`src/rtl/game_pkg.sv`:
```
// Shared encodings and BCD helpers for the shooting game.
// Used by the round sequencer and the display path.
package game_pkg;

   localparam logic [1:0] ST_IDLE      = 2'd0;
   localparam logic [1:0] ST_COUNTDOWN = 2'd1;
   localparam logic [1:0] ST_PLAY      = 2'd2;
   localparam logic [1:0] ST_OVER      = 2'd3;

   typedef logic [3:0] bcd_t;

   function automatic logic [7:0] bcd_dec(input logic [7:0] t);
      bcd_t tens;
      bcd_t ones;
      tens = t[7:4];
      ones = t[3:0];
      if (ones == 4'd0) begin
         ones = 4'd9;
         tens = tens - 4'd1;
      end else begin
         ones = ones - 4'd1;
      end
      return {tens, ones};
   endfunction

   function automatic logic [7:0] to_bcd(input int v);
      return {4'(v / 10), 4'(v % 10)};
   endfunction

endpackage

```
`src/rtl/game_round_ctrl_sec_tick_gen.sv`:
```
// One-second tick prescaler with synchronous clear.
// Tick is high while the count sits on its last value.
module sec_tick_gen #(
   parameter int CLK_HZ = 100000000
) (
   input  logic clk,
   input  logic rst_n,
   input  logic clr,
   output logic tick
);

   localparam int W = (CLK_HZ > 1) ? $clog2(CLK_HZ) : 1;
   localparam logic [W-1:0] LAST = W'(CLK_HZ - 1);

   logic [W-1:0] cnt;

   assign tick = (cnt == LAST);

   // wrap at LAST, restart from zero on clear
   always_ff @(posedge clk or negedge rst_n) begin
      if (!rst_n) begin
         cnt <= '0;
      end else if (clr || tick) begin
         cnt <= '0;
      end else begin
         cnt <= cnt + W'(1);
      end
   end

endmodule

```
`src/rtl/game_round_ctrl.sv`:
```
// Round sequencer: countdown, round timer, shot conditioning
// and goal qualification feeding the score counter.
module game_round_ctrl #(
   parameter int CLK_HZ        = 100000000,
   parameter int COUNTDOWN_SEC = 3,
   parameter int ROUND_SEC     = 60,
   parameter int BONUS_SEC     = 10,
   parameter int LOCKOUT_CYC   = 50000000
) (
   input  logic       clk,
   input  logic       rst_n,
   input  logic       start,
   input  logic       abort,
   input  logic       shot_in,
   output logic       dis_score,
   output logic       goal,
   output logic       two,
   output logic [3:0] time_tens,
   output logic [3:0] time_ones,
   output logic [1:0] state,
   output logic       game_over
);

   import game_pkg::*;

   localparam logic [7:0] CD_BCD  = to_bcd(COUNTDOWN_SEC);
   localparam logic [7:0] RND_BCD = to_bcd(ROUND_SEC);
   localparam logic [7:0] BON_BCD = to_bcd(BONUS_SEC);
   localparam int LK_W = $clog2(LOCKOUT_CYC + 1);

   logic [1:0]      st;
   logic [7:0]      tm;
   logic            s1, s2, s3;
   logic [LK_W-1:0] lock;
   logic            tick;
   logic            abort_ok;
   logic            enter_cd;
   logic            rise;
   logic            in_play;
   logic            acc;
   logic            last_sec;

   assign abort_ok = abort & (st != ST_IDLE);
   assign enter_cd = start & ~abort_ok
                   & ((st == ST_IDLE) | (st == ST_OVER));
   assign rise     = s2 & ~s3;
   assign in_play  = (st == ST_PLAY);
   assign acc      = rise & in_play & (lock == '0) & ~abort_ok;
   assign last_sec = (tm == 8'h01);

   assign state     = st;
   assign time_tens = tm[7:4];
   assign time_ones = tm[3:0];
   assign dis_score = (st == ST_PLAY) | (st == ST_OVER);
   assign game_over = (st == ST_OVER);

   sec_tick_gen #(
      .CLK_HZ(CLK_HZ)
   ) u_tick (
      .clk  (clk),
      .rst_n(rst_n),
      .clr  (enter_cd),
      .tick (tick)
   );

   // two-flop synchronizer plus edge-history flop
   always_ff @(posedge clk or negedge rst_n) begin
      if (!rst_n) begin
         s1 <= 1'b0;
         s2 <= 1'b0;
         s3 <= 1'b0;
      end else begin
         s1 <= shot_in;
         s2 <= s1;
         s3 <= s2;
      end
   end

   // round state and BCD time; abort overrides everything
   always_ff @(posedge clk or negedge rst_n) begin
      if (!rst_n) begin
         st <= ST_IDLE;
         tm <= RND_BCD;
      end else if (abort_ok) begin
         st <= ST_IDLE;
         tm <= RND_BCD;
      end else if (enter_cd) begin
         st <= ST_COUNTDOWN;
         tm <= CD_BCD;
      end else begin
         unique case (1'b1)
            (st == ST_COUNTDOWN): begin
               if (tick && last_sec) begin
                  st <= ST_PLAY;
                  tm <= RND_BCD;
               end else if (tick) begin
                  tm <= bcd_dec(tm);
               end
            end
            (st == ST_PLAY): begin
               if (tick && last_sec) begin
                  st <= ST_OVER;
                  tm <= 8'h00;
               end else if (tick) begin
                  tm <= bcd_dec(tm);
               end
            end
            default: ;
         endcase
      end
   end

   // goal pulse, bonus flag from pre-decrement time
   always_ff @(posedge clk or negedge rst_n) begin
      if (!rst_n) begin
         goal <= 1'b0;
         two  <= 1'b0;
      end else begin
         goal <= acc;
         two  <= acc & (tm <= BON_BCD);
      end
   end

   // post-goal lockout, cleared whenever not playing
   always_ff @(posedge clk or negedge rst_n) begin
      if (!rst_n) begin
         lock <= '0;
      end else if (acc) begin
         lock <= LK_W'(LOCKOUT_CYC);
      end else if (!in_play) begin
         lock <= '0;
      end else if (lock != '0) begin
         lock <= lock - LK_W'(1);
      end
   end

endmodule

```
`config.mk`:
```
export PLATFORM = sky130hd
export DESIGN_NAME = game_round_ctrl
export DESIGN_NICKNAME = d
export VERILOG_FILES = /design/src/rtl/game_pkg.sv /design/src/rtl/game_round_ctrl_sec_tick_gen.sv /design/src/rtl/game_round_ctrl.sv
export SDC_FILE = /design/constraint.sdc
export NUM_CORES = 1
export LEC_CHECK = 0
export BUFFER_PORTS_ARGS = -buffer_cell sky130_fd_sc_hd__buf_2
export CAP_MARGIN = 5
export CELL_PAD_IN_SITES_DETAIL_PLACEMENT = 1
export CELL_PAD_IN_SITES_GLOBAL_PLACEMENT = 1
export CORE_AREA = 2 2 75 113
export CTS_BUF_LIST = sky130_fd_sc_hd__clkbuf_16
export DETAILED_ROUTE_END_ITERATION = 8
export DIE_AREA = 0 0 77 115
export PLACE_DENSITY_LB_ADDON = 0.2
export SYNTH_ARGS = -nofsm -noshare
export SYNTH_HDL_FRONTEND = slang
export SYNTH_HIERARCHICAL = 1
export SYNTH_SLANG_ARGS = --single-unit
export TNS_END_PERCENT = 5
```
`constraint.sdc`:
```
create_clock -name clk -period 3.3 [get_ports clk]
set_input_delay 0.66 -clock clk [delete_from_list [all_inputs] [get_ports clk]]
set_output_delay 0.66 -clock clk [all_outputs]
set_load 0.02 [all_outputs]
```
---- Word-level counts from Yosys, hierarchy flattened ----
Index checks and enable logic that the tools add are counted.
word-level totals
  latch bits .............................. 0
  register bits after elaboration ......... 68
  bits of input ports ..................... 5
  logic and storage cells ................. 60
  memories kept ........................... 0
  bits in writable memories ............... 0
  output and inout port bits .............. 14
  bits in read-only memories .............. 0
operators by class
  muxes and demuxes ....................... 17
  reduce and logical (&&, ||, !) cells .... 9
  bitwise operators ....................... 12
  magnitude comparators ................... 1
  shift-type cells ........................ 0
  $mul .................................... 0
  add/sub/neg operators ................... 4
  div/mod/pow operators ................... 0
  equal/unequal tests ..................... 8
operator list
  operator               number
  $mux 26                3
  $mux 8                 5
  $add 27x1->27 const B  1
  $eq 27x27->1 const B   1
  $mux 27                1
  $logic_not 26->1       1
  $reduce_bool 26->1     1
  $sub 26x1->26 const B  1
  $pmux 8 s2             1
  $and 1x1->1            8
  $eq 8x1->1 const B     1
  $le 8x5->1 const B     1
  $mux 2                 4
  $mux 4                 2
  $ne 4x2->1 const B     2
  $sub 4x1->4 const B    2
  $eq 2x2->1 const B     2
  $logic_not 4->1        1
  $pmux 2 s2             1
  $reduce_bool 4->1      1
  $ne 3x1->1 const B     1
  $reduce_and 3->1       1
  $eq 2x1->1 const B     1
  $logic_not 2->1        1
  other kinds (5)        7

---- Logic depth before layout (Yosys ltp) ----
Gate-level depths: netlist of the first run.
  depth in word-level cells ............... 7
  depth in mapped cells ................... 10
  depth with buffers taken out ............ 9

---- By module ----
The synthesis of the first run kept the hierarchy.
modules (own cells, without submodules)
  module           instances  cells an instance  sequential area each (µm²)  area each (µm²)
  game_round_ctrl  1          237                1,028.5                     2,264.7
  sec_tick_gen     1          151                675.6                       1,417.6

---- Worst setup path before layout of the first run ----
Ideal clock, no wire load.
  path type ............................... register -> register
  start point ............................. register u_tick.cnt[0]
  end point ............................... register tm[2]
  slack ................................... 734 ps
  data required time ...................... 3,220 ps
  cell stages (with the launch flop) ...... 10
  path buffers ............................ 1
  arrival time ............................ 2,487 ps
  cells stage by stage .................... dfrtp_1 -> ha_1 -> and2_1 -> clkbuf_1 -> nand3_1 -> nor3_1 -> nor2b_1 -> nand2b_1 -> or4b_2 -> a21oi_1
on the way
  longest elaborated chain between the ends .. 6
ends and longest elaborated chain
  item                                                RTL line                                       source
  from (decl)                                         game_round_ctrl_sec_tick_gen.sv:15             logic [W-1:0] cnt;
  from (signal assigned)                              game_round_ctrl_sec_tick_gen.sv:26             cnt <= cnt + W'(1);
  $eq 27x27->1 *                                      game_round_ctrl_sec_tick_gen.sv:17             assign tick = (cnt == LAST);
  net tick                                            game_round_ctrl.sv:35                          logic tick;
  $mux 8 / $logic_and 1x1->1 (equally long branches)  n/a
  $mux 8, on equally long branches                    game_round_ctrl.sv:101, game_round_ctrl.sv:93
  $pmux 8 s2 *                                        game_round_ctrl.sv:91                          unique case (1'b1)
  $mux 8 *                                            game_round_ctrl.sv:87                          end else if (enter_cd) begin
  $mux 8 *                                            game_round_ctrl.sv:84                          end else if (abort_ok) begin
  to (signal assigned)                                game_round_ctrl.sv:97                          tm <= bcd_dec(tm);
  to (signal assigned)                                game_round_ctrl.sv:105                         tm <= bcd_dec(tm);
  to (decl)                                           game_round_ctrl.sv:32                          logic [7:0] tm;
Mark *: on every way through the listed nets, which the timed path passes. The rest lies on a longest branch.
A chain may end at the register's enable or synchronous reset.

---- Final worst setup path of the first run ----
  start point ............................. register u_tick.cnt[3]
  end point ............................... register tm[2]
The elaborated chain is that of the path after synthesis.

==> flow_metrics.py, run 1 <==
metrics = {
    "clock_tree": {
        "post_cts.repair.setup_buffers": 0,
        "clk_pin_slew_ns": 0.06,
        "cts_repair_resize_count": 0,
        "cts-buffers-inserted": 9,
        "clock-sinks": 68,
        "insertion_delay_ns": 0.34,
        "h-tree-depth": 3,
        "postCtsHoldBufs": 0,
        "cts_root_buf": "clkbuf_16",
        "cts_tree": "done",
        "clockBufferDepth": 2,
    },
    "sta": {
        "hold_viol": 0,
        "tns_ns": 0,
        "finClkSkew_ns": 0.00487,
        "finalSetupViolCount": 0,
        "worst_slew_pin_slew_ns": 0.902,
        "drv_slew": 0,
        "fmax_ghz": 0.332,
        "min_period_ns": 3.02,
        "grt_setup_unrepaired": "false",
        "fin_crit_sh_pct": 91.4,
        "relSlewSlack_pct": 39.5,
        "timing.hold.ws_ns": 0.376,
    },
    "power_and_ir_drop": {
        "max-vdd-ir-drop_mv": 0.431,
        "cellLeakagePower_uw": 0.00180,
        "p_per_area_mw_per_mm2": 945,
        "power_uw": 3960,
    },
    "synth": {
        "synth_edf_count": 0,
        "syn_area_sq_mm": 0.00368,
        "avgSynthCellArea_sq_um": 9.49,
        "synth_most_common_cell": "dfrtp_1",
        "syn_nets": 402,
        "synth_top_family_by_area": "simple AND/OR/NAND/NOR gates",
        "yosys-mux-area-fraction_pct": 0.544,
        "synth.area.top_cells": "dfrtp_1 45%, a21oi_1 4.2%, nor2_1 4.2%",
        "post_synth_xor_area_fraction_pct": 5.71,
        "yosys.area_share.simple_pct": 27.1,
        "synthArstFlopShare_pct": 100,
        "yosys.area_share.adder_pct": 3.06,
        "seq_area_frac_synth_pct": 46.3,
        "netlist.area_leader.share_pct": 44.9,
        "ys_ff_latch": 68,
        "yosys-top-cells-count": "66 x dfrtp_1, 41 x nor2_1, 31 x a21oi_1, 31 x nand2_1",
        "synth_compound_area_share_pct": 13.9,
        "synth_flop_cell": "dfrtp_1",
        "synthCells": 388,
        "synth_cell_types": 54,
        "synth_area_leader_cell": "dfrtp_1",
        "yosys_warnings": 6,
    },
    "worst_setup_path": {
        "cp.arrival_ns": 3.27,
        "critPathKind": "register to register",
        "required_ns": 3.56,
        "start_kind": "register",
        "crit_fanout": 9,
        "cp-end-kind": "register",
    },
    "routing": {
        "firstDrtPassIters": 4,
        "wl_microns": 9730,
        "vias": 3109,
        "drtIter0Drc": 172,
        "postRouteAntennaNets": 0,
        "wl_per_cell_microns": 18.8,
        "viasPerCell": 6.01,
        "drc_errors": 0,
    },
    "final_layout": {
        "antenna_cells": 0,
        "nets": 421,
        "drive_gt1_share_pct": 13.8,
        "final_core_util_pct": 53.0,
        "area_growth_pct": 13.9,
        "fin_area_sq_mm": 0.00419,
    },
    "floorplan": {
        "die_area_sq_mm": 0.00886,
        "die_w_microns": 77,
        "rows": 40,
        "start_util_pct": 46.6,
        "io_pins": 19,
        "core_region_area_sq_mm": 0.00791,
        "chipHeight_microns": 115,
    },
    "place": {
        "routabilityCongestion": 0.921,
        "hpwl_microns": 7110,
        "port_buffers": 18,
        "placed_cell_area_sq_mm": 0.00388,
    },
    "global_routing": {
        "grt_max_degree": 37,
        "antenna_found_initial": 0,
        "grt_pass1_wl_microns": 17000,
        "grt_overflow": 0,
        "track_usage_pct": 24.6,
        "grt_pass1_vias": 3411,
    },
    "job": {
        "cap_viol_max_count": 0,
    },
    "min_path": {
        "hold_path.class": "register to register",
    },
    "run_status": {
        "status": "complete, no violations",
    },
}
[registers in the layout, summed over array words and instances, names as in the netlist]
| signal | flops |
|---|---|
| goal | 1 |
| s3 | 1 |
| s1 | 1 |
| two | 1 |
| lock | 26 |
| u_tick/cnt | 27 |
| state | 2 |
| s2 | 1 |
| tm | 8 |
[critical path: stages, from the launching register on]
cell and delay (ns):
dfrtp_1 0.44, and4_1 0.45, nand3_1 0.22, nor3_1 0.53
nor2b_1 0.36, nand2b_1 0.15, or4b_2 0.65, a21oi_1 0.14
[per-stage QoR]
step / cells / worst slack (ns)
floorplan: 388 / 0.734
global placement: 501 / 0.577
detailed placement: 501 / 0.351
CTS: 517 / 0.312
global route: 517 / 0.0615
finish: 517 / 0.285
[worst paths after layout]
kind | from | slack [ns] | cells after the start | end
setup / recovery | u_tick/cnt[3] | 0.28 | 7 | tm[2]
hold / removal | s1 | 0.38 | 0 | s2
min in group asynchronous | rst_n | 0.41 | 1 | lock[9]
max in group asynchronous | rst_n | 2.24 | 2 | u_tick/cnt[6]
setup reg to reg | u_tick/cnt[3] | 0.28 | 7 | tm[2]
hold reg to reg | s1 | 0.38 | 0 | s2
[power breakdown]
| part | internal, uW | total, uW | switching (uW) |
|---|---|---|---|
| clock network | 656 | 1020 | 360 |
| logic | 630 | 1750 | 1120 |
| registers | 993 | 1200 | 203 |
| total | 2280 | 3960 | 1680 |
[cells by family (layout without fill, tap and decap cells)]
| family | count (synthesis) | count (layout) |
|---|---|---|
| buf+inv | 30 | 54 |
| fa+ha+maj | 9 | 9 |
| flops | 68 | 68 |
| mux | 2 | 2 |
| simple gates | 173 | 173 |
| xor+xnor | 24 | 24 |
| compound gates | 82 | 82 |
[cell usage in the layout, fill, tap and decap left out, types with 3 or more instances in the layout]
cell / count
dfrtp_1: 66
nor2_1: 41
nand2_1: 31
a21oi_1: 31
buf_2: 18
inv_1: 16
nand3_1: 16
nand4_1: 15
o21ai_0: 14
xnor2_1: 13
nor3_1: 12
xor2_1: 11
o31ai_1: 11
or3_1: 9
ha_1: 9
clkbuf_16: 9
nor4_1: 8
or4_1: 8
and3_1: 5
a211oi_1: 5
nor4_2: 4
o22ai_1: 4
nand2b_1: 3
nor4_4: 3
and4_1: 3
and2_1: 3
clkinvlp_4: 3
[metal layers]
layer | wire (microns) | up-vias | track usage, %
met1 | 3670 | 1571 | 25.9
met4 | 309 | 0 | 12.9
met5 | 0 | - | 0
met3 | 204 | 25 | 4.40
li1 | - | 1461 | -
met2 | 5540 | 52 | 46.7
[final cells by class]
type,instances,area [sq um]
Inverter,17,63.8
Fill cell,926,3710
Multi-Input combinational cell,290,1850
Tap cell,105,131
Clock inverter,7,91.3
Sequential cell,68,1700
Timing Repair Buffer,21,125
Clock buffer,9,225
Note: power is estimated with default switching activity, not from simulation.
==> run 2: changes to the inputs <==
--- a/config.mk
+++ b/config.mk
@@ -13,7 +13,8 @@
 export CTS_BUF_LIST = sky130_fd_sc_hd__clkbuf_16
 export DETAILED_ROUTE_END_ITERATION = 8
 export DIE_AREA = 0 0 77 115
-export PLACE_DENSITY_LB_ADDON = 0.2
+export PLACE_DENSITY_LB_ADDON = 0.1
+export REMOVE_ABC_BUFFERS = 1
 export SYNTH_ARGS = -nofsm -noshare
 export SYNTH_HDL_FRONTEND = slang
 export SYNTH_HIERARCHICAL = 1
==> run 2 against run 1 <==
Effect of this change:
- non-clock buffer count increased by 1
- final area decreased by 0.63%
- final cell count grew 0.19%
- largest cell class unchanged
- via count shrank 2.1%
- critical path type unchanged
- register-to-register slack better by 0.29 ns
- worst setup slack better by 0.29 ns
==> flow_metrics.py, run 2 (synthesis results as in run 1) <==
metrics = {
    "final_layout": {
        "final_common_cell": "dfrtp_1",
        "drive_gt1_share_pct": 13.3,
        "nets": 422,
        "area_growth_pct": 13.1,
        "antenna_cells": 0,
        "regMostFlops": "u_tick/cnt",
        "largestRegisters": "u_tick/cnt (27), lock (26), tm (8)",
        "fin_area_sq_mm": 0.00417,
        "layout_common_cells": "66 x dfrtp_1, 41 x nor2_1, 31 x nand2_1, 31 x a21oi_1, 18 x buf_2",
        "largest_reg_flops": 27,
    },
    "worst_setup_path": {
        "start_kind": "register",
        "crit_fanout": 6,
        "critPathKind": "register to register",
        "critPathSlowestCell": "or4b_2",
        "slowest_delay_ns": 0.65,
        "cp-end-kind": "register",
        "required_ns": 3.55,
        "cp.arrival_ns": 2.98,
        "path_cells": "ha_1, and2_1, nand3_1, nor3_1, buf_4, nor2b_1, nand2b_1, or4b_2, a21oi_1",
    },
    "place": {
        "port_buffers": 18,
        "routabilityCongestion": 0.949,
        "placed_cell_area_sq_mm": 0.00388,
        "hpwl_microns": 6950,
    },
    "min_path": {
        "hold_path.class": "register to register",
    },
    "clock_tree": {
        "post_cts.repair.setup_buffers": 0,
        "cts_repair_resize_count": 0,
        "h-tree-depth": 3,
        "clock-sinks": 68,
        "cts_tree": "done",
        "clk_pin_slew_ns": 0.05,
        "cts-buffers-inserted": 9,
        "clockBufferDepth": 2,
        "postCtsHoldBufs": 0,
        "cts_root_buf": "clkbuf_16",
        "insertion_delay_ns": 0.33,
    },
    "job": {
        "cap_viol_max_count": 0,
    },
    "global_routing": {
        "grt_max_degree": 39,
        "grt_pass1_vias": 3194,
        "antenna_found_initial": 0,
        "grt_pass1_wl_microns": 15900,
        "track_usage_pct": 23.2,
        "grt_overflow": 0,
    },
    "power_and_ir_drop": {
        "max-vdd-ir-drop_mv": 0.425,
        "p_per_area_mw_per_mm2": 922,
        "cellLeakagePower_uw": 0.00180,
    },
    "sta": {
        "fmax_ghz": 0.367,
        "finalSetupViolCount": 0,
        "timing.hold.ws_ns": 0.354,
        "hold_viol": 0,
        "worst_slew_pin_slew_ns": 0.751,
        "drv_slew": 0,
        "relSlewSlack_pct": 49.9,
        "finClkSkew_ns": 0.00420,
        "min_period_ns": 2.72,
        "fin_crit_sh_pct": 82.5,
        "grt_setup_unrepaired": "false",
        "tns_ns": 0,
    },
    "routing": {
        "firstDrtPassIters": 4,
        "vias": 3045,
        "wl_per_cell_microns": 18.1,
        "postRouteAntennaNets": 0,
        "drtIter0Drc": 128,
        "drc_errors": 0,
        "wl_microns": 9380,
        "viasPerCell": 5.88,
    },
    "floorplan": {
        "die_w_microns": 77,
        "chipHeight_microns": 115,
        "core_region_area_sq_mm": 0.00791,
        "start_util_pct": 46.6,
        "io_pins": 19,
        "die_area_sq_mm": 0.00886,
        "rows": 40,
    },
    "run_status": {
        "status": "complete, no violations",
    },
}
run 2: changes by cell type in the layout (fill, tap and decap cells not counted):
cell	previous run	this run
clkinvlp_4	3	1
clkinv_1	1	4
bufinv_16	2	1
buf_4	2	3
run 2: stage by stage:
| step | utilization (%) | setup WS [ns] | total power, uW | instances |
|---|---|---|---|---|
| floorplan | - | 0.819 | 2450 | 375 |
| global placement | 49.1 | 0.727 | 2900 | 502 |
| detailed placement | 49.1 | 0.592 | 2940 | 502 |
| CTS | 52.7 | 0.581 | 3890 | 518 |
| global route | 52.7 | 0.326 | 4140 | 518 |
| finish | 52.7 | 0.576 | 3840 | 518 |
run 2: path summary, 6_finish.rpt:
check                      cells past startpoint      end  slack (ns)     startpoint
hold / removal                                 0       s2        0.35             s1
min in group asynchronous                      1  lock[8]        0.40          rst_n
max in group asynchronous                      2    tm[5]        2.17          rst_n
hold reg to reg                                0       s2        0.35             s1
setup / recovery                               9    tm[2]        0.58  u_tick/cnt[0]
setup reg to reg                               9    tm[2]        0.58  u_tick/cnt[0]
run 2: cell type report:
class                      instances  area, sq um
sequential                        68         1700
fill                             946         3740
multi-input combinational        290         1850
clock inverter                     7         57.6
timing repair buffer              22          133
tap                              105          131
inverter                          17         63.8
clock buffer                       9          225
run 2: worst max-delay path: cells and delay by family, from the launching register on:
| family | cells | cell delay [ns] |
|---|---|---|
| buf+inv | 1 | 0.16 |
| compound gates | 1 | 0.14 |
| simple gates | 6 | 1.78 |
| flops | 1 | 0.36 |
| fa+ha+maj | 1 | 0.21 |
run 2: where the power goes:
part | internal [uW] | switching, uW | total, uW
Combinational | 631 | 1100 | 1730
Sequential | 993 | 200 | 1190
Clock | 572 | 346 | 918
Total | 2200 | 1640 | 3840
run 2: per-layer routing:
layer	track usage [%]	routed length, microns
met1	25.4	3640
met2	43.6	5320
met3	3.53	173
met4	11.1	237
met5	0	0
